### src/rtl/dc_req_pkg.sv
// rtl/dc_req_pkg.sv - shared types and defaults for the DC data-bank requester
package dc_req_pkg;

  localparam int DC_MAX_OUT    = 4;
  localparam int DC_STARVE_MAX = 4;

  typedef logic [21:0] dc_addr_t;
  typedef logic [4:0]  dc_ldid_t;
  typedef logic [6:0]  dc_stid_t;

  typedef struct packed {
    logic [3:0]  valid;
    logic [31:0] data;
  } dc_word_t;

  typedef enum logic {
    IDLE = 1'b0,
    HOLD = 1'b1
  } dc_req_state_e;

endpackage

### src/rtl/dc_req_skid.sv
// rtl/dc_req_skid.sv - two-entry valid/retry skid buffer
//
// Ports:
//   clk, reset            clock, synchronous active-low reset
//   in_valid_i/in_retry_o  upstream handshake; retry while both entries are full
//   in_data_i              upstream payload
//   out_valid_o/out_retry_i downstream handshake; head entry drives out_data_o
//   count_o                number of occupied entries (0..2)
module dc_req_skid #(
  parameter int W = 36
) (
  input  logic         clk,
  input  logic         reset,
  input  logic         in_valid_i,
  output logic         in_retry_o,
  input  logic [W-1:0] in_data_i,
  output logic         out_valid_o,
  input  logic         out_retry_i,
  output logic [W-1:0] out_data_o,
  output logic [1:0]   count_o
);

  logic [W-1:0] e0_q, e1_q;
  logic [1:0]   cnt_q;
  logic         push, pop;

  // Retry depends only on the registered count, so a pop in the same cycle
  // never lets a third entry in.
  assign in_retry_o  = (cnt_q == 2'd2);
  assign out_valid_o = (cnt_q != 2'd0);
  assign out_data_o  = e0_q;
  assign count_o     = cnt_q;

  assign push = in_valid_i & ~in_retry_o;
  assign pop  = out_valid_o & ~out_retry_i;

  always_ff @(posedge clk) begin
    if (!reset) begin
      cnt_q <= 2'd0;
      e0_q  <= '0;
      e1_q  <= '0;
    end else begin
      case ({push, pop})
        2'b10: begin
          if (cnt_q == 2'd0) e0_q <= in_data_i;
          else               e1_q <= in_data_i;
          cnt_q <= cnt_q + 2'd1;
        end
        2'b01: begin
          e0_q  <= e1_q;
          cnt_q <= cnt_q - 2'd1;
        end
        // Push and pop together only happens with one entry held: the new
        // word simply replaces the departing head.
        2'b11: e0_q <= in_data_i;
        default: ;
      endcase
    end
  end

endmodule

### src/rtl/dc_databank_requester.sv
// rtl/dc_databank_requester.sv - load/store request initiator for the DC data array
//
// Ports:
//   clk, reset                 clock, synchronous active-low reset
//   ld_* / st_*                LSU load and store-data requests (valid/retry)
//   req_*, write, way          request to the data array, held under req_retry
//   Load_req*, STD_req*        ID of the issued load / store
//   ack_valid/ack_retry/ack_data  load data returning from the array
//   ld_ack_*                   load result to the LSU, ID from in-order FIFO
module dc_databank_requester
  import dc_req_pkg::*;
#(
  parameter int MAX_OUT    = DC_MAX_OUT,
  parameter int STARVE_MAX = DC_STARVE_MAX
) (
  input  logic        clk,
  input  logic        reset,
  input  logic        ld_valid,
  output logic        ld_retry,
  input  logic [21:0] ld_addr,
  input  logic [2:0]  ld_way,
  input  logic [4:0]  ld_id,
  input  logic        st_valid,
  output logic        st_retry,
  input  logic [21:0] st_addr,
  input  logic [2:0]  st_way,
  input  logic [31:0] st_data,
  input  logic [3:0]  st_bmask,
  input  logic [6:0]  st_id,
  output logic        req_valid,
  input  logic        req_retry,
  output logic        write,
  output logic [2:0]  way,
  output logic [21:0] req_addr,
  output logic [35:0] req_data,
  output logic [4:0]  Load_req,
  output logic        Load_req_valid,
  output logic [6:0]  STD_req,
  output logic        STD_req_valid,
  input  logic        ack_valid,
  output logic        ack_retry,
  input  logic [35:0] ack_data,
  output logic        ld_ack_valid,
  input  logic        ld_ack_retry,
  output logic [31:0] ld_ack_data,
  output logic [4:0]  ld_ack_id,
  output logic        ld_ack_partial
);

  localparam int CW = $clog2(MAX_OUT + 1);
  localparam int PW = (MAX_OUT > 1) ? $clog2(MAX_OUT) : 1;
  localparam int SW = $clog2(STARVE_MAX + 1);

  dc_req_state_e state_q;
  logic          h_write_q;
  logic [2:0]    h_way_q;
  dc_addr_t      h_addr_q;
  logic [35:0]   h_data_q;
  dc_ldid_t      h_ldid_q;
  dc_stid_t      h_stid_q;
  logic [SW-1:0] starve_q;

  // In-order load-ID FIFO; its occupancy is the outstanding-load count.
  dc_ldid_t      fifo_q [MAX_OUT];
  logic [PW-1:0] wr_ptr_q, rd_ptr_q;
  logic [CW-1:0] cnt_q;

  logic          idle, st_force, ld_win, st_win, ld_pop;
  logic [35:0]   skid_data;
  logic [1:0]    skid_cnt;
  dc_word_t      head;

  function automatic logic [PW-1:0] ptr_inc(input logic [PW-1:0] p);
    return (p == PW'(MAX_OUT - 1)) ? '0 : p + 1'b1;
  endfunction

  assign idle     = (state_q == IDLE);
  assign st_force = st_valid && (starve_q == SW'(STARVE_MAX));
  assign ld_win   = idle && ld_valid && (cnt_q != CW'(MAX_OUT)) && !st_force;
  assign st_win   = idle && st_valid && !ld_win;
  assign ld_retry = idle ? (ld_valid && !ld_win) : 1'b1;
  assign st_retry = idle ? (st_valid && !st_win) : 1'b1;

  always_comb begin
    req_valid = 1'b0;
    write     = 1'b0;
    way       = '0;
    req_addr  = '0;
    req_data  = '0;
    Load_req  = '0;
    STD_req   = '0;
    if (!idle) begin
      req_valid = 1'b1;
      write     = h_write_q;
      way       = h_way_q;
      req_addr  = h_addr_q;
      req_data  = h_data_q;
      Load_req  = h_ldid_q;
      STD_req   = h_stid_q;
    end else if (ld_win) begin
      req_valid = 1'b1;
      way       = ld_way;
      req_addr  = ld_addr;
      Load_req  = ld_id;
    end else if (st_win) begin
      req_valid = 1'b1;
      write     = 1'b1;
      way       = st_way;
      req_addr  = st_addr;
      req_data  = {st_bmask, st_data};
      STD_req   = st_id;
    end
  end

  assign Load_req_valid = req_valid & ~write;
  assign STD_req_valid  = req_valid & write;

  dc_req_skid #(.W(36)) u_ack_skid (
    .clk         (clk),
    .reset       (reset),
    .in_valid_i  (ack_valid),
    .in_retry_o  (ack_retry),
    .in_data_i   (ack_data),
    .out_valid_o (ld_ack_valid),
    .out_retry_i (ld_ack_retry),
    .out_data_o  (skid_data),
    .count_o     (skid_cnt)
  );

  assign head           = dc_word_t'(skid_data);
  assign ld_pop         = ld_ack_valid & ~ld_ack_retry;
  assign ld_ack_data    = ld_ack_valid ? head.data : 32'd0;
  assign ld_ack_partial = ld_ack_valid & ~&head.valid;
  assign ld_ack_id      = ld_ack_valid ? fifo_q[rd_ptr_q] : 5'd0;

  always_ff @(posedge clk) begin
    if (!reset) begin
      state_q   <= IDLE;
      h_write_q <= 1'b0;
      h_way_q   <= '0;
      h_addr_q  <= '0;
      h_data_q  <= '0;
      h_ldid_q  <= '0;
      h_stid_q  <= '0;
      starve_q  <= '0;
      wr_ptr_q  <= '0;
      rd_ptr_q  <= '0;
      cnt_q     <= '0;
      for (int i = 0; i < MAX_OUT; i++) fifo_q[i] <= '0;
    end else begin
      case (state_q)
        IDLE: begin
          // The LSU handshake already completed, so a retried request must
          // be captured and replayed from here.
          if (req_valid && req_retry) begin
            state_q   <= HOLD;
            h_write_q <= write;
            h_way_q   <= way;
            h_addr_q  <= req_addr;
            h_data_q  <= req_data;
            h_ldid_q  <= Load_req;
            h_stid_q  <= STD_req;
          end
        end
        HOLD: if (!req_retry) state_q <= IDLE;
        default: state_q <= IDLE;
      endcase

      if (st_win)
        starve_q <= '0;
      else if (ld_win && st_valid && starve_q != SW'(STARVE_MAX))
        starve_q <= starve_q + 1'b1;

      if (ld_win) begin
        fifo_q[wr_ptr_q] <= ld_id;
        wr_ptr_q         <= ptr_inc(wr_ptr_q);
      end
      if (ld_pop) rd_ptr_q <= ptr_inc(rd_ptr_q);
      cnt_q <= cnt_q + CW'(ld_win) - CW'(ld_pop);
    end
  end

  // Every returning ack must belong to a load not already waiting in the skid.
  a_ack_has_id: assert property (@(posedge clk) disable iff (!reset)
    ack_valid |-> (CW'(skid_cnt) < cnt_q));

endmodule

### config.mk
export PLATFORM = sky130hd
export DESIGN_NAME = dc_databank_requester
export DESIGN_NICKNAME = d
export VERILOG_FILES = /design/src/rtl/dc_req_pkg.sv /design/src/rtl/dc_req_skid.sv /design/src/rtl/dc_databank_requester.sv
export SDC_FILE = /design/constraint.sdc
export NUM_CORES = 1
export LEC_CHECK = 0
export CAP_MARGIN = 20
export CORE_MARGIN = 3
export CORE_UTILIZATION = 30
export CTS_BUF_LIST = sky130_fd_sc_hd__clkbuf_4
export CTS_CLUSTER_DIAMETER = 100
export DETAILED_ROUTE_END_ITERATION = 8
export GPL_TIMING_DRIVEN = 0
export SYNTH_ARGS = -nofsm -noshare
export SYNTH_HDL_FRONTEND = slang
export SYNTH_SLANG_ARGS = --single-unit
### constraint.sdc
create_clock -name clk -period 3.3 [get_ports clk]
set_clock_uncertainty 0.15 [all_clocks]
set_input_delay 0.66 -clock clk [delete_from_list [all_inputs] [get_ports clk]]
set_output_delay 0.66 -clock clk [all_outputs]
set_load 0.1 [all_outputs]
# Word level (Yosys, flattened, before mapping)
# Memory sizes are Yosys's and may differ from the RTL's. A register that Yosys moved wholly into a read port is not among the register bits.
# Index checks and enable logic that the tools add are counted.
[totals]
reg_bits = 159
input_bits = 141
memories = 1
mem_bits_rw = 20
output_inout_bits = 119
word_cells = 108
[mem_list]
columns = ["name", "words", "width", "read_ports", "rd_clocked_by_memory_dff", "wr", "line", "text"]
rows = [
  ["fifo_q", 4, 5, 1, 1, 4, "dc_databank_requester.sv:64", "dc_ldid_t fifo_q [MAX_OUT];"],
]
[classes]
reduce_logical = 25
bitwise = 11
mux = 40
eq_ne = 10
addsub = 7
[op_table]
columns = ["cell", "count"]
rows = [
  ["$mux 36", 4],
  ["$pmux 36 s3", 1],
  ["$mux 22", 3],
  ["$mux 32", 1],
  ["$mux 7", 3],
  ["$mux 5", 4],
  ["$mux 1", 14],
  ["$logic_and 1x1->1", 11],
  ["$eq 2x2->1 const B", 5],
  ["$mux 2", 5],
  ["$mux 3", 3],
  ["$add 2x1->2 const B", 3],
  ["$ne 3x3->1 const B", 2],
  ["$not 1->1", 6],
  ["$reduce_and 2->1", 3],
  ["$and 1x1->1", 5],
  ["$reduce_or 5->1", 1],
  ["$logic_not 1->1", 4],
  ["$pmux 2 s2", 1],
  ["$reduce_and 4->1", 1],
  ["$reduce_bool 2->1", 2],
  ["$add 3x1->3", 1],
  ["$add 3x1->3 const B", 1],
  ["$eq 3x3->1 const B", 1],
  ["8 further kinds", 8],
]

# Depth between registers and ports, before layout
[depth]
word_depth = 12
mapped_depth = 13
depth_no_buf = 11

# Cells and area by module
# Synthesis repeated with hierarchy kept, for this count alone.
[hier_totals]
cells_unflattened = 866
hier_area_um2 = 8261.7
[modules_own_cells]
columns = ["mod", "instances", "cells_per_inst", "seq_area_each_um2", "area_each_um2"]
rows = [
  ["dc_databank_requester", 1, 524, 2342.2, 5031.1],
  ["dc_req_skid", 1, 342, 1481.4, 3230.6],
]

# Worst setup path after synthesis
# Ideal clock, no wire load.
[synth_timing]
kind = "input -> output"
from = "input ld_valid"
to = "output st_retry"
arrival_ns = 3.385
required_ns = 2.490
cell_stages = 4
slack_ns = -0.895
cell_sequence = "clkbuf_1 -> nand3_1 -> clkbuf_1 -> o21ai_0"
[synth_via]
elab_chain_cells = 8
[synth_lines]
columns = ["element", "line", "text"]
rows = [
  ["start, declared", "dc_databank_requester.sv:18", "input logic ld_valid,"],
  ["$logic_and 1x1->1 (3 in series)", "dc_databank_requester.sv:79", "assign ld_win = idle && ld_valid && (cnt_q != CW'(MAX_OUT)) && !st_force;"],
  ["$logic_not 1->1", "dc_databank_requester.sv:80", "assign st_win = idle && st_valid && !ld_win;"],
  ["$logic_and 1x1->1", "dc_databank_requester.sv:80", ""],
  ["$logic_not 1->1", "dc_databank_requester.sv:82", "assign st_retry = idle ? (st_valid && !st_win) : 1'b1;"],
  ["$logic_and 1x1->1", "dc_databank_requester.sv:82", ""],
  ["$mux 1", "dc_databank_requester.sv:82", ""],
  ["end, declared", "dc_databank_requester.sv:24", "output logic st_retry,"],
]
# No other way between the ends.

# Worst setup path after layout
[layout_timing]
from = "register cnt_q[1]"
to = "output req_addr[1]"
[layout_via]
elab_chain_cells = 8
[layout_lines]
columns = ["element", "line", "text"]
rows = [
  ["start, declared", "dc_databank_requester.sv:66", "logic [CW-1:0] cnt_q;"],
  ["start signal, assigned", "dc_databank_requester.sv:179", "cnt_q <= cnt_q + CW'(ld_win) - CW'(ld_pop);"],
  ["$ne 3x3->1 *", "dc_databank_requester.sv:79", ""],
  ["$logic_and 1x1->1 * (2 in series)", "dc_databank_requester.sv:79", ""],
  ["$logic_not 1->1", "dc_databank_requester.sv:80", ""],
  ["$logic_and 1x1->1", "dc_databank_requester.sv:80", ""],
  ["$mux 22", "dc_databank_requester.sv:105", "end else if (st_win) begin"],
  ["$mux 22 *", "dc_databank_requester.sv:100", "end else if (ld_win) begin"],
  ["$mux 22 *", "dc_databank_requester.sv:92", "if (!idle) begin"],
  ["end, declared", "dc_databank_requester.sv:34", "output logic [21:0] req_addr,"],
]
# Mark *: on every way between the ends. The rest lies on a longest branch, timed or not.

==> impl_metrics.json <==
{
  "totalWireLength_um": 26000,
  "detail_route.iter0.violations": 289,
  "cellLeakagePower_nw": 5.10,
  "max-vdd-ir-drop_mv": 0.264,
  "worst_setup_path_startpoint": "cnt_q[1]",
  "grt_start_max_net_pins": 18,
  "floorplan.die_area_mm2": 0.0291,
  "post_synth_top_flop": "sky130_fd_sc_hd__dfxtp_1",
  "setup_viol": 0,
  "crit_path_end_kind": "output port",
  "timing.critical_path.required_ns": 2.49,
  "firstDrtPassIters": 5,
  "total_power_after_layout_w": 0.00929,
  "clock_sink_count": 181,
  "yosysSeqAreaShare": 0.471,
  "clock-root-buffer": "sky130_fd_sc_hd__clkbuf_4",
  "antenna_violating_nets_post_route": 0,
  "timing.reg2reg.worst_path_depth": 10,
  "most_frequent_cells_in_the_layout": "155 x sky130_fd_sc_hd__dfxtp_1, 138 x sky130_fd_sc_hd__nand2_1, 138 x sky130_fd_sc_hd__clkdlybuf4s50_1, 88 x sky130_fd_sc_hd__a22o_1, 50 x sky130_fd_sc_hd__buf_4",
  "die_height_um": 170,
  "fin_crit_ns": 3.27,
  "grt_first_pass_wirelength_um": 41000,
  "clock_slew_seen_by_the_registers_of_the_worst_setup_and_hold_paths_ns": 0.17,
  "synth_compound_gate_area_share": 0.270,
  "synth_enable_flop_cells": 20,
  "min_from": "u_ack_skid.e1_q[13]",
  "drt-vias-per-instance": 4.93,
  "power_switching_share": 0.507,
  "cts_tree": "yes",
  "synth.area.top_cells": "sky130_fd_sc_hd__dfxtp_1 40%, sky130_fd_sc_hd__a22o_1 9.8%, sky130_fd_sc_hd__edfxtp_1 7.4%, sky130_fd_sc_hd__nand2_1 6.4%, sky130_fd_sc_hd__mux2i_1 4.4%",
  "muxShareOfSynthArea": 0.0583,
  "drc": 0,
  "grt_overflow": 0,
  "vias_in_the_first_global_route": 7512,
  "register_to_register_setup_slack_ns": 0.45,
  "setup.worst_path.end": "req_addr[1]",
  "worst-slew-pin-transition_ns": 1.04,
  "path_class": "reg2out",
  "cts-hold-fix-buffers": 0,
  "sequentialPowerShare": 0.304,
  "netlist.top_cell.by_area": "sky130_fd_sc_hd__dfxtp_1",
  "worst_path_max_delay_cell": "sky130_fd_sc_hd__or3b_4",
  "cts.htree.levels": 4,
  "boundaryPins": 260,
  "cp_cell_sequence": "or3b_4 > and3_4 > buf_12 > clkbuf_16 > a22oi_2 > a21oi_4 > buf_12",
  "post_synth_and_or_nand_nor_area_fraction": 0.137,
  "cp_slowest_stage_delay_ns": 0.46,
  "final_common_cell": "sky130_fd_sc_hd__dfxtp_1",
  "timing.max_cap.violations": 0,
  "timing.rr.start": "u_ack_skid.count_o[0]",
  "synthesis.area_per_instance_um2": 9.39,
  "groute.usage.overall": 0.178,
  "synth_warnings": 0,
  "routabilityCongestion": 0.756,
  "critical_path.top_delay_family": "simple AND/OR/NAND/NOR gates",
  "reg2reg_to": "u_ack_skid.out_data_o[35]",
  "synth-seq-cells": 181,
  "preCtsSetupSlack_ns": -1.46,
  "final_critical_path_setup_slack_ns": 0.0263,
  "critPathBufInv": 3,
  "final.hold.worst_slack_ns": 0.325,
  "finalCritPeriodShare": 0.992,
  "crit_path_frequent_cell": "sky130_fd_sc_hd__buf_12",
  "mappedNetlistArea_mm2": 0.00812,
  "postSynth.asyncResetShare": 0,
  "hold_viol": 0,
  "design.core.area_mm2": 0.0264,
  "timing.critical_path.arrival_ns": 2.46,
  "number_of_antenna_violations_at_the_first_check_in_global_routing": 1,
  "chip_width_um": 170,
  "total_clock_buffers_created_by_cts": 17,
  "net_switching_component_of_the_power_w": 0.00471,
  "cp_max_fo": 7,
  "synth_cells": 864,
  "holdCritPathClass": "reg2reg",
  "clock_latency_ns": 0.55,
  "final_max_slew_viols": 0,
  "avgRoutedWirePerCell_um": 17.2,
  "place.detailed.instances": 1457,
  "min_delay_path_depth": 2,
  "cell_depth_of_the_worst_setup_path": 7,
  "nNetsFinal": 1311,
  "final.fill_count": 2593,
  "fmax_mhz": 305,
  "grt_setup_unrepaired": "yes",
  "yosys.area_share.adder": 0.0133,
  "final_cells": 1512,
  "share_of_cells_above_drive_strength_1": 0.231,
  "critical_path.startpoint_type": "flip-flop",
  "synthDistinctLibCells": 43,
  "synth_top_family_by_area": "compound AO/OA/AOI/OAI gates",
  "synthesis.nets": 1013,
  "row_count": 59,
  "power.internal_w": 0.00458,
  "place_hpwl_um": 19000,
  "run_status": "complete, no violations",
  "post_synth_xor_area_fraction": 0.00432,
  "power_frac_clock": 0.130,
  "power_density_mw_per_mm2": 750,
  "synth_top_area_share": 0.397,
  "initial_core_util": 0.308,
  "comb_power_share": 0.565,
  "place.port_buffers": 257,
  "worst_slew_margin_rel": 0.306,
  "syn_to_final_growth_pct": 52.6,
  "vias": 7456,
  "clock_tree.buffer_depth": 2
}
-- Yosys cell counts, types with 2 or more instances --
library cell	count
sky130_fd_sc_hd__a21boi_0	41
sky130_fd_sc_hd__a21o_1	2
sky130_fd_sc_hd__a21oi_1	53
sky130_fd_sc_hd__a22o_1	91
sky130_fd_sc_hd__a22oi_1	25
sky130_fd_sc_hd__and2_1	43
sky130_fd_sc_hd__and3_1	2
sky130_fd_sc_hd__buf_1	4
sky130_fd_sc_hd__buf_2	10
sky130_fd_sc_hd__buf_4	2
sky130_fd_sc_hd__buf_6	3
sky130_fd_sc_hd__clkbuf_1	59
sky130_fd_sc_hd__dfxtp_1	161
sky130_fd_sc_hd__edfxtp_1	20
sky130_fd_sc_hd__ha_1	7
sky130_fd_sc_hd__inv_1	9
sky130_fd_sc_hd__mux2i_1	36
sky130_fd_sc_hd__mux4_2	5
sky130_fd_sc_hd__nand2_1	139
sky130_fd_sc_hd__nand2b_1	3
sky130_fd_sc_hd__nand3_1	3
sky130_fd_sc_hd__nand3b_1	2
sky130_fd_sc_hd__nor2_1	49
sky130_fd_sc_hd__nor2b_1	3
sky130_fd_sc_hd__nor3_1	2
sky130_fd_sc_hd__o211a_1	36
sky130_fd_sc_hd__o21ai_0	29
sky130_fd_sc_hd__o22ai_1	5
sky130_fd_sc_hd__or3_1	3
sky130_fd_sc_hd__xnor2_1	4
-- flip-flops by register name, indices dropped and copies added, names as in the netlist, 2 cells and up, named ones only --
signal and cells:
u_ack_skid.e1_q 36, u_ack_skid.out_data_o 36, h_stid_q 7, u_ack_skid.count_o 2, wr_ptr_q 2, h_way_q 3, h_data_q 36, h_ldid_q 5
h_addr_q 22, rd_ptr_q 2, cnt_q 3, fifo_q 20, starve_q 3
-- power by group through the flow --
stage                     Sequential, W  Clock [W]  Combinational [W]
after floorplan                 0.00281          0            0.00371
after detailed placement        0.00287          0            0.00496
final                           0.00283    0.00121            0.00525
after global routing            0.00288    0.00137            0.00557
after global placement          0.00285          0            0.00493
after CTS                       0.00282    0.00127            0.00525
-- cell type report --
class / instances / area (um2) / share of cell area
Multi-Input combinational cell: 595 / 4370 / 0.353
Inverter: 10 / 37.5 / 0.00303
Timing Repair Buffer: 282 / 3040 / 0.245
Clock inverter: 13 / 116 / 0.00940
Antenna cell: 2 / 5.00 / 0.000404
Tap cell: 335 / 419 / 0.0338
Clock buffer: 19 / 143 / 0.0115
Buffer: 75 / 430 / 0.0348
Sequential cell: 181 / 3830 / 0.309
-- worst min-delay path: cells and delay by family (launching register included) --
kind / cells / cell delay (ns)
simple gates: 1 / 0.05
compound gates: 1 / 0.06
flops: 1 / 0.34
-- how the worst min path moves through the flow --
stage               slack, ns                  end
global route             0.35  u_ack_skid.e1_q[20]
global placement         0.30  u_ack_skid.e1_q[32]
floorplan                0.29  u_ack_skid.e1_q[10]
CTS                      0.33  u_ack_skid.e1_q[29]
detailed placement       0.31  u_ack_skid.e1_q[29]
finish                   0.32  u_ack_skid.e1_q[13]
-- repair_timing --
item / CTS / global route
gates resized for setup: 836 / 31
cloned: 3 / 0
buffers inserted: 18 / 3
pin swaps: 43 / 8
endpoints found under the setup margin: 118 / 105
endpoints found under the hold margin: 0 / 0
-- metal layers --
| layer | GRT usage | wire [um] | vias to the layer above |
|---|---|---|---|
| met1 | 0.228 | 11700 | 3510 |
| li1 | - | - | 3702 |
| met4 | 0.0374 | 261 | 0 |
| met2 | 0.293 | 12200 | 227 |
| met5 | 0 | 0 | - |
| met3 | 0.0599 | 1890 | 17 |
-- metrics by stage --
step	area [um2]	setup TNS [ns]	util
after global placement	11400	-97.13	0.431
final	12400	0	0.470
after CTS	12300	-0.946	0.466
after floorplan	8370	-0.138	-
after global routing	12400	-0.864	0.470
after detailed placement	11400	-98.66	0.432
-- cells by family (layout without fill, tap and decap cells) --
kind of cell | count (synthesis) | count (layout)
AO/OA/AOI/OAI | 289 | 289
XOR/XNOR | 4 | 4
adder cells (fa/ha/maj) | 8 | 8
buffers and inverters | 88 | 399
flip-flops | 181 | 181
multiplexers | 41 | 41
other | 0 | 2
AND/OR/NAND/NOR | 253 | 253
Note: power is estimated with default switching activity, not from simulation.
